File: src/rtl/fifo_burst_reader.sv
// -----------------------------------------------------------------------------
// fifo_burst_reader
//
// Read-side controller for a circular-queue FIFO. A start command requests a
// burst of len words; the controller pops them from the FIFO and forwards them
// downstream on a valid/ready stream through a 2-entry in-order output buffer.
// done pulses for one cycle once the last word has been accepted downstream.
// abort stops further popping, but words already buffered are still delivered.
//
// Parameters
//   DATA_WIDTH   width of FIFO words and out_data
//   LEN_WIDTH    width of burst length (max burst 2**LEN_WIDTH-1 words)
//
// Ports
//   clk          rising-edge clock
//   reset        asynchronous, active-low reset
//   start        1-cycle burst request, sampled only in IDLE
//   len          burst length, sampled with start
//   abort        stop popping (honoured only in READ)
//   fifo_empty   FIFO empty flag
//   fifo_r_data  FIFO head word, valid whenever fifo_empty=0
//   fifo_rd      FIFO pop strobe (combinational)
//   out_valid    out_data holds a valid word
//   out_ready    consumer accepts the word when out_valid && out_ready
//   out_data     buffer head word (0 when the buffer is empty)
//   busy         controller is not IDLE
//   done         1-cycle pulse at the end of a burst
//   words_left   words still to pop in the current burst
// -----------------------------------------------------------------------------
module fifo_burst_reader #(
  parameter int DATA_WIDTH = 8,
  parameter int LEN_WIDTH  = 4
) (
  input  logic                  clk,
  input  logic                  reset,
  input  logic                  start,
  input  logic [LEN_WIDTH-1:0]  len,
  input  logic                  abort,
  input  logic                  fifo_empty,
  input  logic [DATA_WIDTH-1:0] fifo_r_data,
  output logic                  fifo_rd,
  output logic                  out_valid,
  input  logic                  out_ready,
  output logic [DATA_WIDTH-1:0] out_data,
  output logic                  busy,
  output logic                  done,
  output logic [LEN_WIDTH-1:0]  words_left
);

  typedef enum logic [1:0] {
    S_IDLE  = 2'd0,
    S_READ  = 2'd1,
    S_DRAIN = 2'd2,
    S_DONE  = 2'd3
  } state_t;

  localparam logic [LEN_WIDTH-1:0] len_zero = '0;
  localparam logic [LEN_WIDTH-1:0] len_one  = LEN_WIDTH'(1);

  state_t                 state, state_next;
  logic [LEN_WIDTH-1:0]   words_left_next;

  // Output buffer: two entries, 1-bit pointers, occupancy 0..2.
  logic [DATA_WIDTH-1:0]  buf_mem [2];
  logic                   buf_wr_ptr;
  logic                   buf_rd_ptr;
  logic [1:0]             buf_cnt;

  logic                   push;
  logic                   pop;

  // ---------------------------------------------------------------------------
  // Pop strobe and stream handshake
  // ---------------------------------------------------------------------------
  // The pop looks only at the current occupancy: a full buffer does not pop
  // even if the consumer drains a word in the same cycle. This keeps fifo_rd
  // independent of out_ready; with out_ready held high the buffer never
  // exceeds one word, so throughput is still one word per cycle.
  assign fifo_rd = (state == S_READ) && !abort && !fifo_empty &&
                   (words_left != len_zero) && (buf_cnt < 2'd2);

  assign push      = fifo_rd;
  assign out_valid = (buf_cnt != 2'd0);
  assign pop       = out_valid && out_ready;

  // Gated so out_data reads 0 whenever nothing is buffered, including reset.
  assign out_data  = out_valid ? buf_mem[buf_rd_ptr] : '0;

  assign busy = (state != S_IDLE);
  assign done = (state == S_DONE);

  // ---------------------------------------------------------------------------
  // Buffer storage
  // ---------------------------------------------------------------------------
  // NOTE: the data entries carry no reset; out_valid (from buf_cnt) qualifies
  // them, so resetting the storage would only add reset fan-out.
  always_ff @(posedge clk) begin
    if (push) begin
      buf_mem[buf_wr_ptr] <= fifo_r_data;
    end
  end

  always_ff @(posedge clk or negedge reset) begin
    if (!reset) begin
      buf_wr_ptr <= 1'b0;
      buf_rd_ptr <= 1'b0;
      buf_cnt    <= 2'd0;
    end else begin
      if (push) begin
        buf_wr_ptr <= ~buf_wr_ptr;
      end
      if (pop) begin
        buf_rd_ptr <= ~buf_rd_ptr;
      end
      unique case ({push, pop})
        2'b10:   buf_cnt <= buf_cnt + 2'd1;
        2'b01:   buf_cnt <= buf_cnt - 2'd1;
        default: buf_cnt <= buf_cnt;
      endcase
    end
  end

  // ---------------------------------------------------------------------------
  // Control FSM: state register
  // ---------------------------------------------------------------------------
  // NOTE: state flops use non-blocking assignments so every flop samples the
  // pre-edge values; the combinational block below uses blocking ones.
  always_ff @(posedge clk or negedge reset) begin
    if (!reset) begin
      state      <= S_IDLE;
      words_left <= len_zero;
    end else begin
      state      <= state_next;
      words_left <= words_left_next;
    end
  end

  // ---------------------------------------------------------------------------
  // Control FSM: next state and burst counter
  // ---------------------------------------------------------------------------
  always_comb begin
    // NOTE: defaults first so every path assigns every output (no latches).
    state_next      = state;
    words_left_next = words_left;

    unique case (state)
      S_IDLE: begin
        if (start) begin
          if (len == len_zero) begin
            state_next = S_DONE;
          end else begin
            state_next      = S_READ;
            words_left_next = len;
          end
        end
      end

      S_READ: begin
        if (abort) begin
          state_next      = S_DRAIN;
          words_left_next = len_zero;
        end else if (words_left == len_zero) begin
          state_next = S_DRAIN;
        end else if (fifo_rd) begin
          words_left_next = words_left - len_one;
          if (words_left == len_one) begin
            state_next = S_DRAIN;
          end
        end
      end

      S_DRAIN: begin
        // Finish once nothing remains after this edge.
        if ((buf_cnt == 2'd0) || ((buf_cnt == 2'd1) && pop)) begin
          state_next = S_DONE;
        end
      end

      S_DONE: begin
        state_next = S_IDLE;
      end

      default: begin
        state_next = S_IDLE;
      end
    endcase
  end

endmodule

File: config.mk
export PLATFORM = sky130hd
export DESIGN_NAME = fifo_burst_reader
export DESIGN_NICKNAME = d
export VERILOG_FILES = /design/src/rtl/fifo_burst_reader.sv
export SDC_FILE = /design/constraint.sdc
export NUM_CORES = 1
export LEC_CHECK = 0
export ABC_AREA = 1
export BUFFER_PORTS_ARGS = -buffer_cell sky130_fd_sc_hd__buf_2
export CAP_MARGIN = 20
export CORE_MARGIN = 8
export CORE_UTILIZATION = 43
export DETAILED_ROUTE_END_ITERATION = 8
export PLACE_DENSITY = 0.67
export REMOVE_ABC_BUFFERS = 1
export SETUP_SLACK_MARGIN = 0.4
export SKIP_LAST_GASP = 1
export SYNTH_ARGS = -nofsm -noshare
export SYNTH_HDL_FRONTEND = slang
export SYNTH_SLANG_ARGS = --single-unit
export TNS_END_PERCENT = 100
File: constraint.sdc
create_clock -name clk -period 2.44 [get_ports clk]
set_clock_uncertainty 0.15 [all_clocks]
set_input_delay 0.122 -clock clk [delete_from_list [all_inputs] [get_ports clk]]
set_output_delay 0.122 -clock clk [all_outputs]
set_load 0.05 [all_outputs]
==> report_table.html <==
<table>
<tr><th>Metric</th><th>Value</th></tr>
<tr><th colspan="2">Routing</th></tr>
<tr><td>Initial detailed-routing violation count</td><td>45</td></tr>
<tr><td>Routed via count</td><td>~1100</td></tr>
<tr><td>DR WL/cell</td><td>12.4 um</td></tr>
<tr><td>DRC violation count after routing</td><td>0</td></tr>
<tr><td>Routed wire length</td><td>3.01 mm</td></tr>
<tr><td>Antenna viol nets, final</td><td>0</td></tr>
<tr><td>Via-per-instance ratio</td><td>between 4 and 5</td></tr>
<tr><td>TritonRoute pass-1 iters</td><td>4</td></tr>
<tr><th colspan="2">STA</th></tr>
<tr><td>Min cycle time layout</td><td>1.92 ns</td></tr>
<tr><td>Transition at the pin with the smallest max-transition slack</td><td>between 0.3 and 0.4 ns</td></tr>
<tr><td>Part of the cycle the worst path needs</td><td>between 70% and 80%</td></tr>
<tr><td>Max-Slew Margin vs Limit</td><td>74.4%</td></tr>
<tr><td>Final setup fails</td><td>0</td></tr>
<tr><td>Maximum operating frequency</td><td>approximately 0.52 GHz</td></tr>
<tr><td>RSZ-0062 raised after global routing</td><td>yes</td></tr>
<tr><td>Slew Viols, Final</td><td>0</td></tr>
<tr><td>Final hold violation count</td><td>0</td></tr>
<tr><td>Final total negative setup slack</td><td>0 ns</td></tr>
<tr><th colspan="2">Clocking</th></tr>
<tr><td>CTS tree</td><td>yes</td></tr>
<tr><td>Maximum clock insertion buffer count</td><td>2</td></tr>
<tr><td>Number of H-tree levels</td><td>1</td></tr>
<tr><td>CTS Buf Count</td><td>3</td></tr>
<tr><td>Clock Latency Late Sink</td><td>0.30 ns</td></tr>
<tr><td>Root buf cell</td><td>sky130_fd_sc_hd__clkbuf_4</td></tr>
<tr><td>CTS sink cnt</td><td>26</td></tr>
<tr><td>Clk pin slew, worst setup/hold paths</td><td>0.13 ns</td></tr>
<tr><th colspan="2">Floorplan</th></tr>
<tr><td>Cell row count</td><td>20</td></tr>
<tr><td>Placeable core region</td><td>3050 um2</td></tr>
<tr><td>Number of top-level pins</td><td>34</td></tr>
<tr><td>Die span in x</td><td>72.8 um</td></tr>
<tr><td>Initial Utilization</td><td>45.4%</td></tr>
<tr><td>Chip Height</td><td>72.8 um</td></tr>
<tr><td>DIE AREA</td><td>between 5000 and 6000 um2</td></tr>
<tr><th colspan="2">Run</th></tr>
<tr><td># Max-Cap Violations</td><td>0</td></tr>
<tr><th colspan="2">Placement</th></tr>
<tr><td>DP Area</td><td>1620 um2</td></tr>
<tr><td>Number of buffers added on ports</td><td>33</td></tr>
<tr><td>HPWL after detailed placement</td><td>2.31 mm</td></tr>
<tr><td>RD Place Congestion</td><td>between 0.8 and 0.9</td></tr>
<tr><th colspan="2">Synth</th></tr>
<tr><td>Count of different cell masters after synthesis</td><td>19</td></tr>
<tr><td>Top_reg_cell synth</td><td>sky130_fd_sc_hd__edfxtp_1</td></tr>
<tr><td>Number of synthesized register bits</td><td>26</td></tr>
<tr><td>Most repeated cell in the gate-level netlist after synthesis</td><td>sky130_fd_sc_hd__nand2_1</td></tr>
<tr><td>Most frequent cells after synthesis</td><td>sky130_fd_sc_hd__nand2_1, sky130_fd_sc_hd__nor2_1, sky130_fd_sc_hd__edfxtp_1, sky130_fd_sc_hd__inv_1</td></tr>
<tr><td>Netlist area before placement</td><td>approximately 1400 um2</td></tr>
<tr><td>Top cell type's share of synthesized area</td><td>a little over a third</td></tr>
<tr><td>Sequential-to-total area share from yosys stat</td><td>a little over half</td></tr>
<tr><td>Number of flops mapped to enable cells by yosys</td><td>16</td></tr>
<tr><td>Async set or reset register ratio after synthesis</td><td>38.5%</td></tr>
<tr><td>Gate Count Post-Synth</td><td>146</td></tr>
<tr><td>Leading post-synthesis cells by cell area</td><td>sky130_fd_sc_hd__edfxtp_1, sky130_fd_sc_hd__dfrtp_1, sky130_fd_sc_hd__ha_1</td></tr>
<tr><td>Yosys warning total</td><td>0</td></tr>
<tr><td>Post-synth top area cell</td><td>sky130_fd_sc_hd__edfxtp_1</td></tr>
<tr><td>Average size of a mapped cell</td><td>9.49 um2</td></tr>
<tr><th colspan="2">Global route</th></tr>
<tr><td>Global-route wire length before repair</td><td>around 5.0 mm</td></tr>
<tr><td>Number of antenna violations at the first check in global routing</td><td>0</td></tr>
<tr><td>Global-route congestion overflow total</td><td>0</td></tr>
<tr><td>Via count of the first global-routing pass</td><td>1128</td></tr>
<tr><td>GR Util All Layers</td><td>11.8%</td></tr>
<tr><td>Maximum number of pins on one net before global-route repair</td><td>15</td></tr>
<tr><th colspan="2">Worst setup path</th></tr>
<tr><td>Critical Path Start Type</td><td>flop</td></tr>
<tr><td>Worst Setup Path Type</td><td>reg2out</td></tr>
<tr><td>Highest fanout seen on the critical path</td><td>10</td></tr>
<tr><td>Worst Path Required</td><td>2.17 ns</td></tr>
<tr><td>Arrival time of the worst setup path</td><td>1.65 ns</td></tr>
<tr><td>Critical Path End Type</td><td>output pin</td></tr>
<tr><th colspan="2">Power</th></tr>
<tr><td>Power density over the cells</td><td>1310 nW/um2</td></tr>
<tr><td>Static power due to leakage</td><td>a little under 0.9 nW</td></tr>
<tr><td>Maximum ir drop on the vdd rail</td><td>about 600 uV</td></tr>
<tr><th colspan="2">Cells and area</th></tr>
<tr><td>Final net count</td><td>229</td></tr>
<tr><td>Fraction of layout instances using a drive strength above 1</td><td>26.6%</td></tr>
<tr><td>Final cell area excluding filler cells</td><td>1800 um2</td></tr>
<tr><td>Total of fill cells in the finished design</td><td>277</td></tr>
<tr><td>Diode insertion count for antenna repair</td><td>0</td></tr>
<tr><td>Area added between synthesis and finish</td><td>30.3%</td></tr>
<tr><th colspan="2">Status</th></tr>
<tr><td>Outcome</td><td>finished clean</td></tr>
<tr><th colspan="2">Hold path</th></tr>
<tr><td>Path category of the worst min-delay check</td><td>in2reg</td></tr>
</table>
==> where the power goes <==
| group | internal, mW | total, mW | switching, mW |
|---|---|---|---|
| registers | 0.568 | 0.672 | 0.104 |
| clock network | 0.0596 | 0.174 | 0.114 |
| logic | 0.456 | 1.51 | 1.06 |
==> kinds of logic after synthesis <==
| family | share of synthesized area, % |
|---|---|
| AOI/OAI and AO/OA | 5.96 |
| xor gates and xnor gates | 2.53 |
| adders and majority gates | 9.94 |
| buffers and inverters | 4.34 |
| DFF | 52.8 |
| and+or+nand+nor | 24.5 |
==> final timing paths <==
path                                         from                         to  slack [ns]  cells past startpoint
max                        buf_cnt[0]$_DFFE_PN0P_                out_data[3]        0.52                      6
min                                        len[2]  words_left[2]$_DFFE_PN0P_        0.02                      5
max reg2reg                  state[1]$_DFFE_PN0P_     buf_cnt[1]$_DFFE_PN0P_        0.57                      8
min reg2reg                buf_cnt[0]$_DFFE_PN0P_     buf_cnt[0]$_DFFE_PN0P_        0.37                      1
max in group asynchronous                   reset     buf_cnt[0]$_DFFE_PN0P_        1.90                      2
min in group asynchronous                   reset       state[0]$_DFFE_PN0P_        0.04                      2
==> what timing repair did <==
| action | in CTS | in global routing |
|---|---|---|
| resized for setup | 1 | 11 |
| endpoints found under the hold margin | 28 | 0 |
| pin swaps | 0 | 1 |
| buffers inserted | 0 | 3 |
| hold buffers | 11 | 0 |
| endpoints found under the setup margin | 1 | 10 |
==> critical path, stage by stage, from the launching register on <==
cell,delay [ns]
sky130_fd_sc_hd__dfrtp_1,0.41
sky130_fd_sc_hd__inv_1,0.07
sky130_fd_sc_hd__ha_1,0.24
sky130_fd_sc_hd__clkinvlp_4,0.15
sky130_fd_sc_hd__o21ai_0,0.10
sky130_fd_sc_hd__nor2_1,0.11
sky130_fd_sc_hd__buf_2,0.27
==> per-stage QoR <==
stage / worst slack, ns / hold WS [ns] / instances / utilization, % / power, mW
2_1_floorplan: 0.268 / -0.324 / 146 / - / 1.79
3_3_place_gp: 0.646 / -0.155 / 225 / 53.1 / 2.08
3_5_place_dp: 0.557 / -0.150 / 225 / 53.1 / 2.13
4_1_cts: 0.442 / 0.0150 / 240 / 57.6 / 2.33
5_1_grt: 0.389 / 0.0337 / 243 / 59.1 / 2.54
6_report: 0.519 / 0.0229 / 243 / 59.1 / 2.36
==> per-layer routing <==
metal  global-route usage, %  wire, um  vias up  share of wire, %
met2                    21.1      1530       19                51
li1                        -         -      579                 -
met5                       0         0        -                 0
met4                    3.33        15        0              0.50
met3                    2.88       126        2               4.2
met1                    13.5      1340      506                44
==> cell type report <==
class,instances,area [um2],area share (%)
clock inverter,1,3.75,0.208
clock buffer,3,22.5,1.25
timing repair buffer,49,332,18.4
tap,44,55.1,3.05
multi-input combinational,104,597,33.1
sequential,26,731,40.5
inverter,16,63.8,3.54
==> cells in the final DEF, fill, tap and decap left out <==
master	instances
sky130_fd_sc_hd__nand2_1	30
sky130_fd_sc_hd__edfxtp_1	16
sky130_fd_sc_hd__nand3_1	10
sky130_fd_sc_hd__clkinvlp_4	1
sky130_fd_sc_hd__o21ai_0	11
sky130_fd_sc_hd__dfrtp_1	10
sky130_fd_sc_hd__nor2_8	1
sky130_fd_sc_hd__nand3_4	1
sky130_fd_sc_hd__a21boi_0	1
sky130_fd_sc_hd__xor2_1	2
sky130_fd_sc_hd__dlygate4sd3_1	11
sky130_fd_sc_hd__clkinv_1	2
sky130_fd_sc_hd__ha_1	10
sky130_fd_sc_hd__or2_2	2
sky130_fd_sc_hd__xnor2_1	2
sky130_fd_sc_hd__buf_2	27
sky130_fd_sc_hd__a21oi_1	4
sky130_fd_sc_hd__nand2_2	1
sky130_fd_sc_hd__ha_2	1
sky130_fd_sc_hd__inv_1	11
sky130_fd_sc_hd__buf_6	1
sky130_fd_sc_hd__clkbuf_4	7
sky130_fd_sc_hd__inv_2	3
sky130_fd_sc_hd__nand2_4	2
sky130_fd_sc_hd__nor2_1	26
sky130_fd_sc_hd__buf_4	6
==> sequential cells by signal (all words and copies together) (netlist names) <==
| name | flops |
|---|---|
| buf_rd_ptr | 1 |
| state | 2 |
| buf_wr_ptr | 1 |
| buf_mem | 16 |
| buf_cnt | 2 |
| words_left | 4 |
No activity file was read; power rests on OpenSTA's default activity.
